===== src/rtl/cpu_consts_pkg.sv =====
// Shared CPU constants used by the load/store stage and the future cache path.
//   size_e      : access size encoding carried on req_size_i
//   EXC_*       : exception cause codes reported on exc_code_o
//   lsu_state_e : load/store stage FSM states
package cpu_consts;

  typedef enum logic [1:0] {
    BYTE        = 2'd0,
    HALF_WORD   = 2'd1,
    WORD        = 2'd2,
    DOUBLE_WORD = 2'd3
  } size_e;

  localparam logic [4:0] EXC_LD_MISALIGN = 5'd4;
  localparam logic [4:0] EXC_LD_FAULT    = 5'd5;
  localparam logic [4:0] EXC_ST_MISALIGN = 5'd6;
  localparam logic [4:0] EXC_ST_FAULT    = 5'd7;

  typedef enum logic [2:0] {
    ST_IDLE,
    ST_ISSUE,
    ST_WAIT,
    ST_RESP,
    ST_EXC
  } lsu_state_e;

endpackage


===== src/rtl/lsu_align.sv =====
// Combinational lane logic for a single data-memory row.
//   offset     in  : byte index of the access inside the row
//   size       in  : access size
//   zero_extnd in  : 1 = zero-extend loads, 0 = sign-extend
//   wr_data    in  : right-justified store data
//   rd_row     in  : full row returned by memory
//   misaligned out : access crosses its natural alignment
//   be         out : byte enables for the row
//   wr_lane    out : store data steered to its byte lanes
//   rd_ext     out : extracted and extended load data
module lsu_align
  import cpu_consts::*;
#(
  parameter int XLEN = 64,
  localparam int BE_W = XLEN / 8,
  localparam int OFF_W = $clog2(XLEN / 8)
) (
  input  logic [OFF_W-1:0] offset,
  input  size_e            size,
  input  logic             zero_extnd,
  input  logic [XLEN-1:0]  wr_data,
  input  logic [XLEN-1:0]  rd_row,
  output logic             misaligned,
  output logic [BE_W-1:0]  be,
  output logic [XLEN-1:0]  wr_lane,
  output logic [XLEN-1:0]  rd_ext
);

  // Fill everything above bit nbits-1 with zero or with the value's top bit.
  function automatic logic [XLEN-1:0] extend(input logic [XLEN-1:0] v,
                                             input int nbits,
                                             input logic zx);
    logic [XLEN-1:0] r;
    r = v;
    for (int i = nbits; i < XLEN; i++) r[i] = zx ? 1'b0 : v[nbits-1];
    return r;
  endfunction

  logic [OFF_W+2:0] shamt;
  logic [OFF_W-1:0] low_mask;
  logic [7:0]       size_mask;
  logic [XLEN-1:0]  row_shift;

  assign shamt = {offset, 3'b000};

  always_comb begin
    low_mask  = '0;
    size_mask = 8'h01;
    case (size)
      BYTE:        begin low_mask = '0;          size_mask = 8'h01; end
      HALF_WORD:   begin low_mask = OFF_W'(1);   size_mask = 8'h03; end
      WORD:        begin low_mask = OFF_W'(3);   size_mask = 8'h0F; end
      DOUBLE_WORD: begin low_mask = OFF_W'(7);   size_mask = 8'hFF; end
      default:     begin low_mask = '0;          size_mask = 8'h01; end
    endcase
  end

  // A double-word never fits a 32-bit row, whatever its address.
  assign misaligned = (|(offset & low_mask)) | ((size == DOUBLE_WORD) && (XLEN == 32));
  assign be         = BE_W'(size_mask) << offset;
  assign wr_lane    = wr_data << shamt;
  assign row_shift  = rd_row >> shamt;

  always_comb begin
    rd_ext = rd_row;
    case (size)
      BYTE:        rd_ext = extend(row_shift, 8, zero_extnd);
      HALF_WORD:   rd_ext = extend(row_shift, 16, zero_extnd);
      WORD:        rd_ext = extend(row_shift, 32, zero_extnd);
      DOUBLE_WORD: rd_ext = rd_row;
      default:     rd_ext = rd_row;
    endcase
  end

endmodule


===== src/rtl/mem_lsu_stage.sv =====
// Load/store stage between the execute pipeline and data memory.
// Takes one request at a time, checks alignment and the legal address
// window, runs a req/gnt/rvalid transaction with byte enables and lane
// steering, and returns extended load data or a precise exception.
//   clk_i, rst_ni          : clock, asynchronous active-low reset
//   req_*                  : pipeline request (valid/ready handshake)
//   resp_valid_o, resp_rd_data_o, exc_* : one-cycle completion
//   mem_*                  : data-memory request/grant/response port
module mem_lsu_stage
  import cpu_consts::*;
#(
  parameter int          XLEN           = 64,
  parameter logic [63:0] MEM_BASE       = 64'd0,
  parameter logic [63:0] MEM_SIZE       = 64'd524288,
  parameter int unsigned TIMEOUT_CYCLES = 255
) (
  input  logic              clk_i,
  input  logic              rst_ni,
  input  logic              req_valid_i,
  output logic              req_ready_o,
  input  logic [XLEN-1:0]   req_addr_i,
  input  logic              req_wr_i,
  input  logic [1:0]        req_size_i,
  input  logic              req_zero_extnd_i,
  input  logic [XLEN-1:0]   req_wr_data_i,
  output logic              resp_valid_o,
  output logic [XLEN-1:0]   resp_rd_data_o,
  output logic              exc_valid_o,
  output logic [4:0]        exc_code_o,
  output logic [XLEN-1:0]   exc_tval_o,
  output logic              mem_req_o,
  input  logic              mem_gnt_i,
  output logic [XLEN-1:0]   mem_addr_o,
  output logic              mem_wr_o,
  output logic [XLEN/8-1:0] mem_be_o,
  output logic [XLEN-1:0]   mem_wr_data_o,
  input  logic              mem_rvalid_i,
  input  logic [XLEN-1:0]   mem_rd_data_i,
  input  logic              mem_err_i
);

  localparam int BE_W  = XLEN / 8;
  localparam int OFF_W = $clog2(BE_W);
  localparam int CNT_W = (TIMEOUT_CYCLES < 2) ? 1 : $clog2(TIMEOUT_CYCLES + 1);
  localparam logic [64:0] WIN_LO = {1'b0, MEM_BASE};
  localparam logic [64:0] WIN_HI = {1'b0, MEM_BASE} + {1'b0, MEM_SIZE};

  function automatic logic [4:0] fault_code(input logic wr);
    return wr ? EXC_ST_FAULT : EXC_LD_FAULT;
  endfunction

  function automatic logic [4:0] misalign_code(input logic wr);
    return wr ? EXC_ST_MISALIGN : EXC_LD_MISALIGN;
  endfunction

  lsu_state_e       state;
  logic [XLEN-1:0]  cap_addr;
  logic             cap_wr;
  size_e            cap_size;
  logic             cap_zext;
  logic [CNT_W-1:0] tmo_cnt;
  logic [CNT_W-1:0] tmo_next;

  logic [OFF_W-1:0] al_offset;
  size_e            al_size;
  logic             al_misaligned;
  logic [BE_W-1:0]  al_be;
  logic [XLEN-1:0]  al_wr_lane;
  logic [XLEN-1:0]  al_rd_ext;
  logic [64:0]      addr_ext;
  logic             in_bounds;

  // The aligner looks at the incoming request while idle and at the
  // captured request for the rest of the transaction.
  assign al_offset = (state == ST_IDLE) ? req_addr_i[OFF_W-1:0] : cap_addr[OFF_W-1:0];
  assign al_size   = (state == ST_IDLE) ? size_e'(req_size_i) : cap_size;

  lsu_align #(.XLEN(XLEN)) u_align (
    .offset     (al_offset),
    .size       (al_size),
    .zero_extnd (cap_zext),
    .wr_data    (req_wr_data_i),
    .rd_row     (mem_rd_data_i),
    .misaligned (al_misaligned),
    .be         (al_be),
    .wr_lane    (al_wr_lane),
    .rd_ext     (al_rd_ext)
  );

  // Bounds are checked on the first byte only, with one spare bit so the
  // window end cannot wrap.
  assign addr_ext    = {1'b0, 64'(req_addr_i)};
  assign in_bounds   = (addr_ext >= WIN_LO) && (addr_ext < WIN_HI);
  assign req_ready_o = (state == ST_IDLE);
  assign tmo_next    = tmo_cnt + CNT_W'(1);

  always_ff @(posedge clk_i or negedge rst_ni) begin
    if (!rst_ni) begin
      state          <= ST_IDLE;
      cap_addr       <= '0;
      cap_wr         <= 1'b0;
      cap_size       <= BYTE;
      cap_zext       <= 1'b0;
      tmo_cnt        <= '0;
      resp_valid_o   <= 1'b0;
      resp_rd_data_o <= '0;
      exc_valid_o    <= 1'b0;
      exc_code_o     <= '0;
      exc_tval_o     <= '0;
      mem_req_o      <= 1'b0;
      mem_addr_o     <= '0;
      mem_wr_o       <= 1'b0;
      mem_be_o       <= '0;
      mem_wr_data_o  <= '0;
    end else begin
      case (state)
        ST_IDLE: begin
          if (req_valid_i) begin
            cap_addr <= req_addr_i;
            cap_wr   <= req_wr_i;
            cap_size <= size_e'(req_size_i);
            cap_zext <= req_zero_extnd_i;
            if (al_misaligned || !in_bounds) begin
              state <= ST_EXC;
            end else begin
              state         <= ST_ISSUE;
              mem_req_o     <= 1'b1;
              mem_addr_o    <= {req_addr_i[XLEN-1:OFF_W], {OFF_W{1'b0}}};
              mem_wr_o      <= req_wr_i;
              mem_be_o      <= al_be;
              mem_wr_data_o <= al_wr_lane;
            end
          end
        end
        ST_ISSUE: begin
          if (mem_gnt_i) begin
            state         <= ST_WAIT;
            tmo_cnt       <= '0;
            mem_req_o     <= 1'b0;
            mem_addr_o    <= '0;
            mem_wr_o      <= 1'b0;
            mem_be_o      <= '0;
            mem_wr_data_o <= '0;
          end
        end
        ST_WAIT: begin
          if (mem_rvalid_i) begin
            state        <= ST_RESP;
            resp_valid_o <= 1'b1;
            if (mem_err_i) begin
              exc_valid_o <= 1'b1;
              exc_code_o  <= fault_code(cap_wr);
              exc_tval_o  <= cap_addr;
            end else begin
              resp_rd_data_o <= cap_wr ? '0 : al_rd_ext;
            end
          end else begin
            tmo_cnt <= tmo_next;
            if ((TIMEOUT_CYCLES != 0) && (tmo_next == CNT_W'(TIMEOUT_CYCLES))) begin
              state        <= ST_RESP;
              resp_valid_o <= 1'b1;
              exc_valid_o  <= 1'b1;
              exc_code_o   <= fault_code(cap_wr);
              exc_tval_o   <= cap_addr;
            end
          end
        end
        ST_RESP, ST_EXC: begin
          if (resp_valid_o) begin
            state          <= ST_IDLE;
            resp_valid_o   <= 1'b0;
            resp_rd_data_o <= '0;
            exc_valid_o    <= 1'b0;
            exc_code_o     <= '0;
            exc_tval_o     <= '0;
          end else begin
            // Only a rejected request reaches here without a pulse pending;
            // misalignment takes precedence over a bounds fault.
            resp_valid_o <= 1'b1;
            exc_valid_o  <= 1'b1;
            exc_code_o   <= al_misaligned ? misalign_code(cap_wr) : fault_code(cap_wr);
            exc_tval_o   <= cap_addr;
          end
        end
        default: state <= ST_IDLE;
      endcase
    end
  end

endmodule


===== config.mk =====
export PLATFORM = sky130hd
export DESIGN_NAME = mem_lsu_stage
export DESIGN_NICKNAME = d
export VERILOG_FILES = /design/src/rtl/cpu_consts_pkg.sv /design/src/rtl/lsu_align.sv /design/src/rtl/mem_lsu_stage.sv
export SDC_FILE = /design/constraint.sdc
export NUM_CORES = 1
export LEC_CHECK = 0
export CELL_PAD_IN_SITES_DETAIL_PLACEMENT = 0
export CELL_PAD_IN_SITES_GLOBAL_PLACEMENT = 1
export CORE_MARGIN = 8
export CORE_UTILIZATION = 36
export DETAILED_ROUTE_END_ITERATION = 7
export PLACE_DENSITY = 0.91
export SETUP_SLACK_MARGIN = 0.2
export SYNTH_ARGS = -nofsm -noshare
export SYNTH_HDL_FRONTEND = slang
export SYNTH_SLANG_ARGS = --single-unit

===== constraint.sdc =====
create_clock -name clk_i -period 3.7 [get_ports clk_i]
set_input_delay 0.555 -clock clk_i [delete_from_list [all_inputs] [get_ports clk_i]]
set_output_delay 0.555 -clock clk_i [all_outputs]
set_load 0.01 [all_outputs]

==> impl_results.md <==
- Status: complete, but fails checks
- Violated checks: design-rule violations
- Crit path cell chain: buf_4 > o31ai_1 > o2111ai_1 > a22o_2 > nor4_4 > and2_1 > a32o_1
- Largest net degree at the start of global routing: between 100 and 150
- Pwr per Cell Area: between 700 and 800 mW/mm2
- Origin of the critical flop-to-flop path: state[1]
- Post-synthesis cell count: 1,885
- CP Class: reg -> reg
- Critical Path RT: roughly 4.2 ns
- CP top delay family: compound AO/OA/AOI/OAI gates
- TritonCTS clock tree: done
- GR Overflow Total: 0
- Post-Synth XOR/XNOR Area: less than 1%
- Die Wd: around 230 um
- Number of synthesis warnings: 0
- CTS Root Buffer Type: clkbuf_16
- Row count: 80
- Post-CTS resize count: 0
- Combinational family with the most area after synthesis: simple AND/OR/NAND/NOR gates
- IO Pins: 476
- # setup viols final: 0
- Kind of end point of the critical path: register
- Via count: ~17,000
- Nets: between 2,000 and 3,000
- Post-synthesis compound-gate area fraction: 18.4%
- Die height: 234 um
- Slowest stage cell on the critical path: and2_1
- Final ANT Viol Nets: 0
- Max Root-Sink Buffers: 3
- Clk_lat worst skew: between 0.5 and 0.6 ns
- Worst vdd ir: 480 uV
- Post-synthesis mux area share: 7.33%
- Crit-path max cell delay: approximately 0.70 ns
- Initial antenna violation count: 7
- Syn_area_per_cell: roughly 9 um2
- Die ar.: roughly 0.055 mm2
- Slew headroom: 22.5%
- Post-synth EDFFs: 0
- Seq cells post-synth: about 350
- Tcrit/Tclk final: between 80% and 90%
- Simple-Gate Fraction of Synth Area: 19.3%
- Post-Syn Area: roughly 0.017 mm2
- Buf/Inv on CP: 1
- WL/cell: 24.2 um
- Reg-to-reg critical path endpoint: mem_be_o[7]
- Worst EP arrival: around 3.7 ns
- DRC Markers: 23
- Area grow syn2layout: 40.7%
- Skew final: between 0.01 and 0.015 ns
- Max frequency: roughly 310 MHz
- Setup TNS: 0 ns
- Ys flop type: dfrtp_1
- TritonCTS Sinks: roughly 350
- Worst reg-to-reg setup slack: around 0.5 ns
- Starting DRT DRC Count: 2,097
- First-pass GRT wire length: around 110,000 um
- Final hold vios: 0
- Max cap viols: 0
- First-pass detailed-route iteration total: 8
- Global Route Usage Sum: 25.2%
- Routed WL: ~72,000 um
- Slew @ Worst Pin: 1.16 ns
- Unrepaired setup endpoints after global routing: no
- Async S/R FF share, synth: 100%
- Slew Viols, Final: 0
- Clock Pin Slew Worst Setup and Hold Paths: approximately 0.060 ns
- Placer Congestion: around 0.96
- Via density: approximately 5.7
- Max Fanout on Critical Path: 17
- Area share of fa/ha/maj cells after synthesis: less than 1%
- Fraction of layout cells with a size suffix above 1: under 10%
- Post-CTS Hold Buffers: 0
- HP Class: in -> async
- Leak Pwr: about 0.011 uW
- CTS H-Tree Depth: 2
- Cts bufs inserted: 42
- Setup bufs post-CTS: 0
- Starting Density: 36.2%
- Vias in the first global route: between 15,000 and 20,000
- Final core utilization: about half
- Netlist cell types: between 60 and 70
- Post-DP HPWL: between 50,000 and 60,000 um
- Post-route minimum period: about 3.2 ns
- PortBufs: 470
- Sequential-to-total area share from yosys stat: about half
- CORE AREA: roughly 0.047 mm2
- Startpoint types: register
- Reg2Reg Depth: 7
[stage by stage]
step	area [um2]	power, uW	hold slack [ns]	std cells	setup slack (ns)
4_1_cts	24200	17300	0.0592	2959	0.294
2_1_floorplan	17200	9450	0.259	1889	1.11
3_3_place_gp	22700	12700	0.451	2882	0.173
5_1_grt	24200	18200	0.0921	2961	0.336
6_report	24200	17200	0.0409	2964	0.500
3_5_place_dp	22700	12800	0.458	2882	0.176
[where the power goes]
| group | switching (uW) | internal (uW) |
|---|---|---|
| logic | 4620 | 2960 |
| clock network | 1710 | 2670 |
| registers | 619 | 4670 |
| total | 6950 | 10300 |
[registers in the layout, indices dropped and copies added, names as in the netlist]
signal,flops
cap_wr,1
cap_size,2
state,3
mem_addr_o,61
mem_wr_o,1
cap_addr,64
cap_zext,1
resp_rd_data_o,64
mem_be_o,8
exc_tval_o,64
tmo_cnt,8
exc_code_o,3
resp_valid_o,1
mem_wr_data_o,64
mem_req_o,1
[cells in the mapped netlist (10+ instances only)]
cell | n | area, um2
a221oi_1 | 22 | 193
a22oi_1 | 45 | 338
mux2_2 | 19 | 214
inv_1 | 12 | 45.0
nand3_1 | 51 | 255
nor3_1 | 11 | 55.1
nor2_1 | 38 | 143
mux2i_1 | 85 | 851
o31ai_1 | 27 | 203
nor4_1 | 10 | 62.6
dfrtp_1 | 346 | 8660
nand4_1 | 13 | 81.3
nand2_1 | 551 | 2070
and2_1 | 51 | 319
a32o_1 | 17 | 170
buf_2 | 31 | 155
buf_1 | 11 | 41.3
a31oi_1 | 64 | 400
a222oi_1 | 16 | 160
a21oi_1 | 78 | 390
o21ai_0 | 127 | 636
o211ai_1 | 13 | 97.6
clkbuf_1 | 102 | 383
o22ai_1 | 17 | 106
[layout by cell type, fill, tap and decap left out, types with 36 or more instances in the layout]
| cell type | instances |
|---|---|
| nand2_1 | 549 |
| clkdlybuf4s50_1 | 469 |
| dfrtp_1 | 346 |
| o21ai_0 | 127 |
| mux2i_1 | 82 |
| a21oi_1 | 77 |
| a31oi_1 | 63 |
| buf_4 | 56 |
| nand3_1 | 51 |
| and2_1 | 49 |
| a22oi_1 | 45 |
| clkbuf_16 | 43 |
| nor2_1 | 36 |
[cell families (layout without fill, tap and decap cells)]
| group | count (synthesis) | count (layout) |
|---|---|---|
| AOI/OAI and AO/OA | 481 | 481 |
| other | 1 | 10 |
| and+or+nand+nor | 770 | 770 |
| adders and majority gates | 2 | 2 |
| xor gates and xnor gates | 4 | 4 |
| muxes | 113 | 113 |
| DFF | 346 | 346 |
| buffers and inverters | 168 | 623 |
[final cells by class]
cell class | count | area, um2
clock buffer | 57 | 1220
fill | 4363 | 23300
inverter | 13 | 53.8
clock inverter | 20 | 259
tap | 615 | 769
sequential | 346 | 8660
antenna | 5 | 12.5
timing repair buffer | 533 | 5270
multi-input combinational | 1375 | 7930
[routing by layer]
metal	track usage (%)	vias up	routed length, um
met5	0	-	26
met4	10.3	4	2980
met3	7.51	180	7110
met2	41.9	889	34200
met1	30.4	8274	27300
li1	-	7562	-
[worst max path at each step]
stage / start / endpoint / slack, ns / cells after the start
floorplan: state[1] / mem_wr_data_o[62] / 1.11 / 10
global placement: req_addr_i[40] / mem_wr_data_o[56] / 0.17 / 6
detailed placement: req_addr_i[2] / mem_wr_data_o[59] / 0.18 / 6
CTS: state[1] / mem_wr_data_o[59] / 0.29 / 7
global route: tmo_cnt[0] / exc_tval_o[2] / 0.34 / 8
finish: state[1] / mem_be_o[7] / 0.50 / 7
Note: power is estimated with default switching activity, not from simulation.
